`config.mk`:
```
export PLATFORM = sky130hd
export DESIGN_NAME = if_prefetch_stage
export DESIGN_NICKNAME = d
export VERILOG_FILES = /design/src/rtl/if_prefetch_stage.sv
export SDC_FILE = /design/constraint.sdc
export NUM_CORES = 1
export LEC_CHECK = 0
export ABC_AREA = 1
export BUFFER_PORTS_ARGS = -buffer_cell sky130_fd_sc_hd__buf_4
export CAP_MARGIN = 20
export CORE_MARGIN = 1.5
export CORE_UTILIZATION = 45
export DETAILED_ROUTE_END_ITERATION = 16
export GPL_TIMING_DRIVEN = 0
export HOLD_SLACK_MARGIN = 0.15
export MAX_ROUTING_LAYER = met4
export PLACE_DENSITY = 0.73
export SLEW_MARGIN = 10
export SYNTH_ARGS = -nofsm -noshare
export SYNTH_HDL_FRONTEND = slang
export SYNTH_SLANG_ARGS = --single-unit
```
`constraint.sdc`:
```
create_clock -name clk_i -period 5.5 [get_ports clk_i]
set_input_delay 0.825 -clock clk_i [delete_from_list [all_inputs] [get_ports clk_i]]
set_output_delay 0.825 -clock clk_i [all_outputs]
set_load 0.02 [all_outputs]
```
`src/rtl/if_prefetch_stage.sv`:
```
// Instruction-fetch stage: fetch PC generator, 1-cycle-latency imem request port
// and a DEPTH-entry prefetch queue handing instructions to ID over valid/ready.
module if_prefetch_stage #(
    parameter int unsigned      WIDTH    = 32,
    parameter int unsigned      DEPTH    = 4,
    parameter int unsigned      PC_STEP  = 4,
    parameter logic [WIDTH-1:0] RESET_PC = '0
) (
    input  logic                       clk_i,
    input  logic                       rst_i,
    input  logic                       branch_taken_i,
    input  logic [WIDTH-1:0]           branch_addr_i,
    output logic                       imem_req_o,
    output logic [WIDTH-1:0]           imem_addr_o,
    input  logic [WIDTH-1:0]           imem_rdata_i,
    output logic                       out_valid_o,
    input  logic                       out_ready_i,
    output logic [WIDTH-1:0]           instruction_o,
    output logic [WIDTH-1:0]           pc_adder_out_o,
    output logic [$clog2(DEPTH):0]     occupancy_o
);

    localparam int PW = $clog2(DEPTH);
    localparam int CW = PW + 1;
    localparam logic [WIDTH-1:0] STEP    = WIDTH'(PC_STEP);
    localparam logic [CW:0]      DEPTH_W = (CW+1)'(DEPTH);

    logic [WIDTH-1:0] instr_q [DEPTH];
    logic [WIDTH-1:0] pcn_q   [DEPTH];

    logic [WIDTH-1:0] fetch_pc_q, fetch_pc_d;
    logic [WIDTH-1:0] inflight_pc_q, inflight_pc_d;
    logic             inflight_q, inflight_d;
    logic [PW-1:0]    rd_ptr_q, rd_ptr_d;
    logic [PW-1:0]    wr_ptr_q, wr_ptr_d;
    logic [CW-1:0]    count_q, count_d;

    logic             pop;
    logic             push;
    logic             issue;
    logic [CW:0]      credit;

    assign out_valid_o = rst_i & (count_q != '0) & ~branch_taken_i;
    assign pop         = out_valid_o & out_ready_i;
    assign push        = inflight_q & ~branch_taken_i;

    // Entries already held plus the one in flight, minus what leaves this cycle,
    // must leave room for the response of a new request.
    assign credit = {1'b0, count_q} + {{CW{1'b0}}, inflight_q} - {{CW{1'b0}}, pop};
    assign issue  = rst_i & ~branch_taken_i & (credit < DEPTH_W);

    assign imem_req_o     = issue;
    assign imem_addr_o    = fetch_pc_q;
    assign instruction_o  = instr_q[rd_ptr_q];
    assign pc_adder_out_o = pcn_q[rd_ptr_q];
    assign occupancy_o    = count_q;

    always_comb begin
        fetch_pc_d    = fetch_pc_q;
        inflight_pc_d = inflight_pc_q;
        inflight_d    = inflight_q;
        rd_ptr_d      = rd_ptr_q;
        wr_ptr_d      = wr_ptr_q;
        count_d       = count_q;

        if (branch_taken_i) begin
            count_d    = '0;
            rd_ptr_d   = wr_ptr_q;
            inflight_d = 1'b0;
            fetch_pc_d = branch_addr_i;
        end else begin
            if (push) begin
                wr_ptr_d = wr_ptr_q + PW'(1);
            end
            if (pop) begin
                rd_ptr_d = rd_ptr_q + PW'(1);
            end
            count_d    = count_q + CW'(push) - CW'(pop);
            inflight_d = issue;
            if (issue) begin
                inflight_pc_d = fetch_pc_q;
                fetch_pc_d    = fetch_pc_q + STEP;
            end
        end
    end

    always_ff @(posedge clk_i) begin
        if (!rst_i) begin
            fetch_pc_q    <= RESET_PC;
            inflight_pc_q <= RESET_PC;
            inflight_q    <= 1'b0;
            rd_ptr_q      <= '0;
            wr_ptr_q      <= '0;
            count_q       <= '0;
        end else begin
            fetch_pc_q    <= fetch_pc_d;
            inflight_pc_q <= inflight_pc_d;
            inflight_q    <= inflight_d;
            rd_ptr_q      <= rd_ptr_d;
            wr_ptr_q      <= wr_ptr_d;
            count_q       <= count_d;
        end
    end

    // Queue storage carries no reset; occupancy alone decides what is live.
    always_ff @(posedge clk_i) begin
        if (rst_i && push) begin
            instr_q[wr_ptr_q] <= imem_rdata_i;
            pcn_q[wr_ptr_q]   <= inflight_pc_q + STEP;
        end
    end

endmodule

```
* Word level (Yosys, flattened, before mapping)
Memory sizes are Yosys's and may differ from the RTL's. A register that Yosys moved wholly into a read port is not among the register bits.
Cells that the tools add are included.
** Word-level totals
- Flip-flop bits (word level) :: 72
- Memory bits (writable) :: 256
- Input bits :: 68
- Output and inout bits :: 101
- Word-level logic and storage cells :: 42
- Memories kept :: 2
** Operators by class
- Add/subtract/negate cells :: 8
- Magnitude comparators :: 1
- Multiplexer cells :: 10
- Bitwise gates (word level) :: 8
- Reduce and logical (&&, ||, !) cells :: 7
** Memories
- instr_q :: depth 4, bits a word 32, rd ports 1, clocked after Yosys merged registers in 1, write ports 1, line 28 : logic [WIDTH-1:0] instr_q [DEPTH];
- pcn_q :: depth 4, bits a word 32, rd ports 1, clocked after Yosys merged registers in 1, write ports 1, line 29 : logic [WIDTH-1:0] pcn_q [DEPTH];
** Operator list (count)
- $add A32 B3 Y32 const B :: 2
- $mux W32 :: 2
- $mux W2 :: 6
- $and A1 B1 Y1 :: 6
- $add A2 B1 Y2 const B :: 2
- $add A3 B1 Y4 :: 1
- $lt A4 B3 Y1 const B :: 1
- $reduce_and A2 Y1 :: 2
- $reduce_bool A2 Y1 :: 2
- $sub A4 B1 Y4 :: 1
- $add A3 B1 Y3 :: 1
- $reduce_bool A3 Y1 :: 1
- $sub A3 B1 Y3 :: 1
- $mux W1 :: 2
- $not A1 Y1 :: 2
- $reduce_or A2 Y1 :: 1
- $logic_and A1 B1 Y1 :: 1

* Logic depth before layout (Yosys ltp)
- Depth in word-level cells :: 9
- Depth in mapped cells :: 22
- Depth with buffers taken out :: 20

* Worst setup path before layout
Ideal clock, no wire load.
- Path type :: in2reg
- Start point :: input rst_i
- End point :: memory instr_q[0][0] (enable)
- Library setup time :: 486 ps
- Data arrival time :: 3885 ps
- Data required time :: 5014 ps
- Setup slack :: 1129 ps
- Stages on the path :: 5
- Path buffers :: 1
- Cell sequence :: buf_4 > inv_4 > nor2_8 > nand2_1 > nor2_1
** On the way
- Longest elaborated chain between the ends :: 3
** RTL lines
- start: declaration :: line 10 : input logic rst_i,
- $logic_and A1 B1 Y1 :: line 107 : if (rst_i && push) begin
- $mux W1 :: line 107
- $mux W1 (implied by the code) :: line 108 : instr_q[wr_ptr_q] <= imem_rdata_i;
- end: declaration :: line 28
No other way between the ends.

* Final worst setup path
- Start point :: input rst_i
- End point :: output imem_req_o
** On the way
- Longest elaborated chain between the ends :: 6
- Elaborated cells on any way between the ends :: 7
- Those cells by class :: add/sub (1); order compare (1); bitwise (5)
** RTL lines
- $and A1 B1 Y1 (2 in a row) :: line 43 : assign out_valid_o = rst_i & (count_q != '0) & ~branch_taken_i;
- $and A1 B1 Y1 :: line 44 : assign pop = out_valid_o & out_ready_i;
- $sub A4 B1 Y4 :: line 49 : assign credit = {1'b0, count_q} + {{CW{1'b0}}, inflight_q} - {{CW{1'b0}}, pop};
- $lt A4 B3 Y1 :: line 50 : assign issue = rst_i & ~branch_taken_i & (credit < DEPTH_W);
- $and A1 B1 Y1 (*) :: line 50
- end: declaration :: line 13 : output logic imem_req_o,
Mark *: on every way between the ends. The rest lies on a longest branch, timed or not.

==> out/summary.txt <==
======================================================================================================
Result of the run                                                                            completed
Wirelength, routed                                                                             34.8 mm
Startpoint Class                                                                             input pin
Setup WS post-layout                                                                           1530 ps
Hold buffer count at cts                                                                             0
Post-synthesis instance total                                                                     1351
Kind of capture point of the worst setup path                                             primary output
Netlist Area Pre-Place                                                                    0.0141 sq mm
Actual transition at the worst max-transition pin                                               747 ps
Area of the die                                                                           0.0323 sq mm
Pin count of the biggest net entering global routing                                                28
Library cells used by synthesis                                                                     40
Number of antenna violations at the first check in global routing                                    0
Launch point of the worst hold path                                                       imem_rdata_i[25]
Commonest cells after routing, fill and taps aside                                        256 x sky130_fd_sc_hd__edfxtp_1, 238 x sky130_fd_sc_hd__nor2_1, 186 x sky130_fd_sc_hd__nand2_1, 169 x sky130_fd_sc_hd__buf_4, 168 x sky130_fd_sc_hd__o21ai_0
Number of maximum-capacitance constraint violations                                                  0
Floorplan die width                                                                        180 microns
Maximum vdd drop                                                                                189 uV
Asr flop ratio synth                                                                                0%
Overall power after layout                                                                   0.00555 W
Syn_nets                                                                                          1431
Shortest period the worst path allows                                                          3970 ps
Proportion of power drawn by combinational gates                                                  8.2%
Setup repair after global routing missed its margin                                              false
HPWL Detailed                                                                                  24.4 mm
Worst Reg2Reg Path Length in Cells                                                                  16
Most common library cell in the layout ignoring fill and taps                             sky130_fd_sc_hd__edfxtp_1
CP Data Required Time                                                                          4680 ps
Buffer levels on the longest clock path                                                              3
Clk Latency, worst-skew pair                                                                    510 ps
Net load switching power                                                                     0.00127 W
Register bit total from synthesis                                                                  330
Num rows                                                                                            64
Number of design rule violations left after detail routing                                           0
Top fanout value on the critical path                                                               10
CTS-repair resized insts                                                                             0
WHS Path Cells                                                                                       1
Pre-CTS WS                                                                                     1570 ps
Share of total power in sequential cells                                                         50.3%
Count of antenna diodes in the layout                                                                0
Hold Fails Final Rpt                                                                                 0
Setup Skew                                                                                     18.1 ps
Global-route congestion overflow total                                                               0
Number of setup violations in the final report                                                       0
Placeable core area                                                                       0.0307 sq mm
Mean instance size in the synthesized netlist                                               10.4 sq um
Leak Pwr                                                                                       6.40 nW
Wire length of the first global-routing pass                                                   55.7 mm
Boundary Pins                                                                                      169
End of the worst register-to-register path                                                imem_addr_o[20]$_SDFFE_PN0P_
TritonCTS clock tree                                                                               yes
Flop-to-flop setup slack                                                                       2910 ps
Total number of vias                                                                             10.5k
TritonCTS Sinks                                                                                    330
Clock buffers created by TritonCTS                                                                  36
Switching part of the total power                                                                22.9%
GPL Wtd Cong                                                                                     0.959
Post-detailed-route count of antenna-violating nets                                                  0
Wirelength per Cell                                                                       17.5 microns
Post-route clock period utilization                                                              72.1%
Start point of the critical path                                                                 rst_i
Number of H-tree branching levels                                                                    2
Worst setup path category                                                                    in -> out
Number of global-route vias before repair                                                        10.4k
Final slew viol count                                                                                0
CP Data Arrival Time                                                                           3140 ps
Slew HR                                                                                          50.1%
Synth warn                                                                                           0
Sequential element share of the synthesized area                                                 65.2%
Nets@finish                                                                                       1644
Share of layout cells above drive strength 1                                                     17.5%
Area growth syn-to-layout                                                                        21.9%
Clock tree root buffer cell                                                               sky130_fd_sc_hd__clkbuf_16
Die Ht                                                                                     180 microns
Most instantiated flip-flop cell in the synthesis netlist                                 sky130_fd_sc_hd__edfxtp_1
Clock transition at the register clock pins on the worst setup and hold paths after CTS          60 ps
Number of enable-type register cells in the synthesized netlist                                    256
Router iterations before antenna repair                                                              5
Buffers inserted by post-CTS timing repair                                                           0
Internal power contribution                                                                  0.00428 W
Total routing resource utilization after global routing                                          22.2%
Beginning of the worst register-to-register path                                          occupancy_o[1]$_SDFF_PP0_
Initial DRC Count                                                                                  822
Part of the power in the clock network                                                           41.5%
Port Buf Inserts                                                                                   167
Type of the worst min-delay path                                                             in -> reg
Initial core utilization                                                                         45.9%
Total power density per cell area                                                          324 mW/mm^2
Fmax                                                                                           252 MHz
Number of vias per cell after detailed routing                                                    5.28
Endpoint of the worst hold path                                                           instr_q[3][25]$_DFFE_PP_
======================================================================================================
[cells by family (layout without fill, tap and decap cells)]
| logic type | after synthesis | count (layout) | synth area share [%] |
|---|---|---|---|
| simple gates | 533 | 533 | 16.1 |
| xor+xnor | 38 | 38 | 2.37 |
| buf+inv | 153 | 388 | 4.43 |
| compound gates | 285 | 285 | 10.8 |
| flops | 330 | 330 | 65.2 |
| fa+ha+maj | 12 | 12 | 1.12 |
[power groups by stage]
| stage | logic [W] | clock network (W) | registers (W) |
|---|---|---|---|
| 3_5_place_dp | 0.000456 | 0 | 0.00285 |
| 6_report | 0.000456 | 0.00230 | 0.00279 |
| 3_3_place_gp | 0.000441 | 0 | 0.00285 |
| 2_1_floorplan | 0.000235 | 0 | 0.00285 |
| 4_1_cts | 0.000458 | 0.00234 | 0.00279 |
| 5_1_grt | 0.000501 | 0.00244 | 0.00280 |
[sequential cells by signal (all words and copies together) (netlist names), named ones only]
register	count
imem_addr_o	32
inflight_pc_q	32
inflight_q	1
instr_q	128
occupancy_o	3
pcn_q	128
rd_ptr_q	2
wr_ptr_q	2
[stage by stage]
step / utilization [%] / setup TNS (ps) / area [sq um] / hold slack (ps) / std cells
after detailed placement: 52.2 / 0 / 16000 / 508 / 1922
after global routing: 55.9 / 0 / 17100 / 494 / 1982
after global placement: 51.6 / -227830 / 15800 / 500 / 1914
after floorplan: - / 0 / 14100 / 461 / 1351
final: 55.9 / 0 / 17100 / 504 / 1982
after CTS: 55.9 / 0 / 17100 / 490 / 1982
[critical path, stage by stage]
cell	delay [ps]
sky130_fd_sc_hd__buf_4	140
sky130_fd_sc_hd__inv_4	100
sky130_fd_sc_hd__nor2_8	120
sky130_fd_sc_hd__inv_1	90
sky130_fd_sc_hd__nor2_1	150
sky130_fd_sc_hd__nand2_1	130
sky130_fd_sc_hd__inv_1	120
sky130_fd_sc_hd__ha_1	150
sky130_fd_sc_hd__inv_1	40
sky130_fd_sc_hd__ha_1	280
sky130_fd_sc_hd__nand3_1	130
sky130_fd_sc_hd__nand2_1	110
sky130_fd_sc_hd__nand3_2	90
sky130_fd_sc_hd__nor2_4	190
sky130_fd_sc_hd__buf_2	260
sky130_fd_sc_hd__buf_4	200
[synthesized netlist by cell type, types with 3 or more instances]
library cell / number / area [sq um]
sky130_fd_sc_hd__a21oi_1: 44 / 220
sky130_fd_sc_hd__a22oi_1: 3 / 22.5
sky130_fd_sc_hd__buf_2: 17 / 85.1
sky130_fd_sc_hd__clkbuf_1: 44 / 165
sky130_fd_sc_hd__dfxtp_1: 74 / 1480
sky130_fd_sc_hd__edfxtp_1: 256 / 7690
sky130_fd_sc_hd__ha_1: 11 / 138
sky130_fd_sc_hd__inv_1: 84 / 315
sky130_fd_sc_hd__nand2_1: 186 / 698
sky130_fd_sc_hd__nand2_2: 6 / 37.5
sky130_fd_sc_hd__nand3_1: 66 / 330
sky130_fd_sc_hd__nand4_1: 7 / 43.8
sky130_fd_sc_hd__nor2_1: 242 / 908
sky130_fd_sc_hd__nor2_2: 5 / 31.3
sky130_fd_sc_hd__nor2_4: 6 / 67.6
sky130_fd_sc_hd__nor3_1: 5 / 25.0
sky130_fd_sc_hd__o21ai_0: 168 / 841
sky130_fd_sc_hd__o22ai_1: 64 / 400
sky130_fd_sc_hd__xnor2_1: 15 / 131
sky130_fd_sc_hd__xor2_1: 23 / 201
[worst max path at each step]
stage	end	depth (start not counted)
floorplan	instr_q[0][0]$_DFFE_PP_	5
global placement	instr_q[3][2]$_DFFE_PP_	5
detailed placement	imem_req_o	16
CTS	imem_req_o	16
global route	imem_req_o	16
finish	imem_req_o	16
[area by class of cell]
class,count,area [sq um]
Fill cell,2629,13500
Sequential cell,330,9170
Multi-Input combinational cell,868,4310
Timing Repair Buffer,175,1420
Clock buffer,43,947
Tap cell,396,495
Inverter,88,335
Buffer,65,288
Clock inverter,17,185
[routing by layer]
layer	GRT usage (%)	part of all wire (%)	vias to the layer above
li1	-	-	5116
met1	29.1	43	4905
met2	36.6	48	402
met3	3.18	7.2	51
met4	5.30	1.9	0
met5	-	0	-
Power figures use the tool's default switching activity.
